File: src/rtl/mem_port_arbiter.sv
// Round-robin arbiter sharing one banked data memory between the I-cache (port 0)
// and D-cache (port 1); grants whole locked bursts and routes read data back by owner tag.
module mem_port_arbiter #(
    parameter int ADDR_W     = 16,
    parameter int DATA_W     = 16,
    parameter int RD_LATENCY = 2
) (
    input  logic              clk,
    input  logic              rst,

    input  logic              r0_read,
    input  logic              r0_write,
    input  logic              r0_lock,
    input  logic [ADDR_W-1:0] r0_addr,
    input  logic [DATA_W-1:0] r0_wdata,
    output logic              r0_stall,
    output logic              r0_done,
    output logic [DATA_W-1:0] r0_rdata,

    input  logic              r1_read,
    input  logic              r1_write,
    input  logic              r1_lock,
    input  logic [ADDR_W-1:0] r1_addr,
    input  logic [DATA_W-1:0] r1_wdata,
    output logic              r1_stall,
    output logic              r1_done,
    output logic [DATA_W-1:0] r1_rdata,

    output logic              mem_read,
    output logic              mem_write,
    output logic [ADDR_W-1:0] mem_addr,
    output logic [DATA_W-1:0] mem_wdata,
    input  logic [DATA_W-1:0] mem_rdata,
    input  logic              mem_stall
);

    typedef enum logic [1:0] {
        IDLE = 2'd0,
        OWN0 = 2'd1,
        OWN1 = 2'd2
    } state_t;

    state_t                state_q, state_d;
    logic                  last_winner_q, last_winner_d;
    logic [RD_LATENCY-1:0] rd_vld_q, rd_vld_d;
    logic [RD_LATENCY-1:0] rd_own_q, rd_own_d;
    logic [1:0]            wr_ack_q, wr_ack_d;

    logic req0, req1;
    logic own, own_req, own_read, own_write, own_lock, oth_req;
    logic [ADDR_W-1:0] own_addr;
    logic [DATA_W-1:0] own_wdata;
    logic acc_rd, acc_wr;
    logic rd_done, rd_owner;

    // Read and write together is treated as no request at all.
    assign req0 = r0_read ^ r0_write;
    assign req1 = r1_read ^ r1_write;

    // Owner-side view of the two ports; only meaningful in OWN0/OWN1.
    always_comb begin
        own       = (state_q == OWN1);
        own_req   = own ? req1     : req0;
        own_read  = own ? r1_read  : r0_read;
        own_write = own ? r1_write : r0_write;
        own_lock  = own ? r1_lock  : r0_lock;
        own_addr  = own ? r1_addr  : r0_addr;
        own_wdata = own ? r1_wdata : r0_wdata;
        oth_req   = own ? req0     : req1;
    end

    always_comb begin
        state_d       = state_q;
        last_winner_d = last_winner_q;
        mem_read      = 1'b0;
        mem_write     = 1'b0;
        mem_addr      = '0;
        mem_wdata     = '0;
        r0_stall      = req0;
        r1_stall      = req1;
        acc_rd        = 1'b0;
        acc_wr        = 1'b0;

        case (state_q)
            IDLE: begin
                if (req0 && req1) begin
                    state_d       = last_winner_q ? OWN0 : OWN1;
                    last_winner_d = ~last_winner_q;
                end else if (req0) begin
                    state_d       = OWN0;
                    last_winner_d = 1'b0;
                end else if (req1) begin
                    state_d       = OWN1;
                    last_winner_d = 1'b1;
                end
            end
            OWN0, OWN1: begin
                mem_read  = own_req & own_read;
                mem_write = own_req & own_write;
                mem_addr  = own_addr;
                mem_wdata = own_wdata;
                acc_rd    = own_req & own_read  & ~mem_stall;
                acc_wr    = own_req & own_write & ~mem_stall;
                if (own) r1_stall = req1 & mem_stall;
                else     r0_stall = req0 & mem_stall;
                // Grant is only given up once the owner has neither a request nor a lock.
                if (!own_req && !own_lock) begin
                    if (oth_req) begin
                        state_d       = own ? OWN0 : OWN1;
                        last_winner_d = ~own;
                    end else begin
                        state_d = IDLE;
                    end
                end
            end
            default: state_d = IDLE;
        endcase
    end

    // Read tag pipe: stage i holds accepts from i+1 cycles ago.
    always_comb begin
        rd_vld_d    = '0;
        rd_own_d    = '0;
        rd_vld_d[0] = acc_rd;
        rd_own_d[0] = own;
        for (int i = 1; i < RD_LATENCY; i++) begin
            rd_vld_d[i] = rd_vld_q[i-1];
            rd_own_d[i] = rd_own_q[i-1];
        end
        wr_ack_d = {acc_wr & own, acc_wr & ~own};
    end

    always_ff @(posedge clk) begin
        if (rst) begin
            state_q       <= IDLE;
            last_winner_q <= 1'b1;
            rd_vld_q      <= '0;
            rd_own_q      <= '0;
            wr_ack_q      <= '0;
        end else begin
            state_q       <= state_d;
            last_winner_q <= last_winner_d;
            rd_vld_q      <= rd_vld_d;
            rd_own_q      <= rd_own_d;
            wr_ack_q      <= wr_ack_d;
        end
    end

    assign rd_done  = rd_vld_q[RD_LATENCY-1];
    assign rd_owner = rd_own_q[RD_LATENCY-1];

    always_comb begin
        r0_done  = wr_ack_q[0] | (rd_done & ~rd_owner);
        r1_done  = wr_ack_q[1] | (rd_done &  rd_owner);
        r0_rdata = (rd_done & ~rd_owner) ? mem_rdata : '0;
        r1_rdata = (rd_done &  rd_owner) ? mem_rdata : '0;
    end

endmodule

File: config.mk
export PLATFORM = sky130hd
export DESIGN_NAME = mem_port_arbiter
export DESIGN_NICKNAME = d
export VERILOG_FILES = /design/src/rtl/mem_port_arbiter.sv
export SDC_FILE = /design/constraint.sdc
export NUM_CORES = 1
export LEC_CHECK = 0
export CAP_MARGIN = 5
export CORE_AREA = 2 2 85 63
export CTS_CLUSTER_DIAMETER = 40
export DETAILED_ROUTE_END_ITERATION = 10
export DIE_AREA = 0 0 87 65
export GPL_TIMING_DRIVEN = 0
export PLACE_DENSITY_LB_ADDON = 0.08
export SLEW_MARGIN = 20
export SYNTH_ARGS = -nofsm -noshare
export SYNTH_HDL_FRONTEND = slang
export SYNTH_SLANG_ARGS = --single-unit
File: constraint.sdc
create_clock -name clk -period 2.85 [get_ports clk]
set_clock_uncertainty 0.15 [all_clocks]
set_input_delay 0.4275 -clock clk [delete_from_list [all_inputs] [get_ports clk]]
set_output_delay 0.4275 -clock clk [all_outputs]
set_load 0.005 [all_outputs]
==> PnR_summary.wiki <==
{| class="wikitable"
! Metric !! Value
|-
| Result of the run || completed
|-
| Final hold slack || approximately 0.28 ns
|-
| Die boundary width || roughly 87 µm
|-
| Power density relative to cell area || between 600 and 700 nW/µm²
|-
| Worst-case clock buffer depth || 2
|-
| Wire length of the first global-routing pass || roughly 7700 µm
|-
| Slew at the pin closest to its max-slew limit || just under 0.4 ns
|-
| Fraction of power consumed by the clock network || under 10%
|-
| Total clock buffers created by CTS || 3
|-
| Total die area || ~5700 µm²
|-
| Global placer's final weighted congestion || 0.780
|-
| CP delay by family, top || buffers and inverters
|-
| Min Tclk post-route || approximately 2.7 ns
|-
| Final Instance Area || between 2000 and 3000 µm²
|-
| Instance count of the mapped netlist || about 170
|-
| TritonCTS clock tree || built
|-
| Die span in y || ~65 µm
|-
| Drt pass-1 iters || 4
|-
| Share of cells above drive strength 1 || under 10%
|-
| Final-report max-slew violation count || 0
|-
| Post-synth net total || about 260
|-
| Avg WL per Cell || roughly 13 µm
|-
| Sum of overflow across all layers after global routing || 0
|-
| Kind of capture point of the worst setup path || output pin
|-
| Leakage || roughly 1.2 nW
|-
| Post-synthesis cell area || approximately 1200 µm²
|-
| Switch Pwr || between 0.6 and 0.7 mW
|-
| Clock transition at the register clock pins on the worst setup and hold paths after CTS || 0.05 ns
|-
| Internal power of the cells || 1.08 mW
|-
| Most used cells in the layout excluding fill and tap cells || 158 x clkdlybuf4s50_1, 38 x nor2_1, 37 x mux2i_1
|-
| Drt initial violations || 29
|-
| Synthesis-to-finish area growth || 142%
|-
| Sequential-to-total area share from yosys stat || about 15%
|-
| CP max-delay cell || clkdlybuf4s50_1
|-
| Cell seen most often among critical-path stages || clkdlybuf4s50_1
|-
| Power share of the combinational group || 82.1%
|-
| Warning count from the yosys run || 0
|-
| Max-Cap Viols || 0
|-
| Per-cell via count in the routed design || 4.51
|-
| H-tree levels || 1
|-
| I/O pin count || ~160
|-
| RSZ-0062 raised after global routing || false
|-
| Maximum number of pins on one net before global-route repair || 11
|-
| Placed cell areas || 2870 µm²
|-
| Final cycle utilization of the critical path || a little over nine tenths
|-
| Antenna diode count || 0
|-
| Filler Cells Inserted || around 450
|-
| Worst Path Required || approximately 2.3 ns
|-
| Class of the most critical setup path || in -> out
|-
| Slowest cell delay on critical path || 0.56 ns
|-
| Final net count || 420
|-
| Global router's overall resource usage || 16.9%
|-
| Total vias in the final route || ~1,700
|-
| Initial antenna violation count || 0
|-
| Buffer cell driving the clock tree root || clkbuf_8
|-
| Mean instance size in the synthesized netlist || about 7.3 µm²
|-
| Critical path peak fanout || 7
|-
| Final number of setup-violating endpoints || 0
|-
| Initial cell density of the core || about a quarter
|-
| Sw Ratio || ~39%
|-
| Yosys cell types || 27
|-
| Slew margin rel. || between 70% and 80%
|-
| Final-layout setup total negative slack || 0 ns
|-
| Crit-path cells || clkdlybuf4s50_1, xnor2_2, mux2i_1, nand2_1, nor2_1, clkdlybuf4s50_1
|-
| CP bufs+invs || 2
|-
| Port Buffers || 158
|-
| Fmax || 365 MHz
|-
| Number of antenna-violating nets in the routed design || 0
|-
| Register bit total from synthesis || 9
|-
| TritonCTS sink count || 9
|-
| Min-Delay Path Class || reg -> reg
|-
| Vias in the first global route || around 1,600
|-
| # rows || 22
|-
| Total wire length || 5030 µm
|-
| Startpoint kind of the worst setup timing path || input pin
|-
| Hpwl dp || 4300 µm
|-
| Fraction of power consumed by sequential logic || a little under 10%
|-
| Most common library cell in the layout ignoring fill and taps || clkdlybuf4s50_1
|-
| Worst skew pair latency || approximately 0.23 ns
|-
| DRC viols || 0
|-
| Area inside the core boundary || a little under 5000 µm²
|-
| Peak supply drop || around 0.32 mV
|-
| Arrival time at the worst endpoint || approximately 2.2 ns
|-
| Count of final hold-check violations || 0
|}
[timing repair]
action / CTS / global route
hold endpoints to repair: 0 / 0
hold buffers: 0 / 0
gates resized for setup: 6 / 5
buffers inserted: 0 / 0
endpoints found under the setup margin: 31 / 32
pin swaps: 0 / 0
[through the flow]
step	total power, mW	std cells	utilization, %	setup slack [ns]
finish	1.77	386	59.6	0.112
global route	1.92	386	59.6	0.00119
CTS	1.79	386	59.3	0.0103
detailed placement	1.61	383	58.2	0.0987
global placement	1.61	383	58.2	0.109
floorplan	0.879	165	-	0.828
[registers in the layout (all words and copies together) (netlist names)]
| register | count |
|---|---|
| last_winner_q | 1 |
| rd_own_q | 2 |
| rd_vld_q | 2 |
| wr_ack_q | 2 |
| state_q | 2 |
[final cells by class]
class | count | area [µm²] | share of cell area (%)
Inverter | 4 | 15.0 | 0.511
Buffer | 10 | 56.3 | 1.92
Clock buffer | 3 | 41.3 | 1.41
Clock inverter | 1 | 5.00 | 0.170
Tap cell | 60 | 75.1 | 2.56
Multi-Input combinational cell | 141 | 982 | 33.4
Timing Repair Buffer | 158 | 1580 | 53.9
Sequential cell | 9 | 180 | 6.14
[power by group through the flow]
stage	logic [mW]	clock network (mW)	registers [mW]
floorplan	0.711	0	0.168
global placement	1.43	0	0.173
detailed placement	1.44	0	0.173
CTS	1.47	0.153	0.171
global route	1.59	0.154	0.178
finish	1.46	0.145	0.172
[path summary, 6_finish.rpt]
path | slack, ns | cells past startpoint | startpoint | to
max | 0.11 | 6 | r1_write | mem_write
min | 0.28 | 1 | rd_own_q[0] | rd_own_q[1]
max reg2reg | 0.70 | 6 | state_q[1] | state_q[0]
min reg2reg | 0.28 | 1 | rd_own_q[0] | rd_own_q[1]
[layer usage]
layer	GRT usage (%)	wire (µm)	vias up	share of wire [%]
li1	-	-	892	-
met1	17.8	1870	742	37
met2	32.3	2510	102	50
met3	5.10	585	6	12
met4	4.10	74	0	1.5
met5	0	0	-	0
[Yosys cell counts]
library cell	number	area share, %
o311ai_1	1	0.72
o21bai_1	1	0.62
xnor2_1	1	0.72
a2111o_1	1	0.93
ha_1	4	4.1
inv_1	4	1.2
and2_1	16	8.3
nand2_1	4	1.2
nor2_1	38	12
a21o_1	2	1.2
dfxtp_1	9	15
o21ai_1	1	0.41
nor4b_1	1	0.72
clkbuf_1	7	2.2
mux2i_1	37	31
o21ai_0	2	0.83
mux2_4	1	1.2
a21oi_1	3	1.2
and3_1	17	8.8
nor3_1	2	0.83
buf_2	4	1.7
a32o_1	1	0.83
or3_1	1	0.52
xnor2_2	1	1.3
nor4_1	1	0.52
nor2b_1	4	2.1
or2_1	1	0.52
[cell families (layout without fill, tap and decap cells)]
family | after synthesis | in the layout | share of synthesized area (%)
mux | 38 | 38 | 31.8
simple gates | 85 | 85 | 35.2
buf+inv | 15 | 176 | 5.06
xor+xnor | 2 | 2 | 2.07
flops | 9 | 9 | 14.9
fa+ha+maj | 4 | 4 | 4.13
compound gates | 12 | 12 | 6.82
Note: power is estimated with default switching activity, not from simulation.
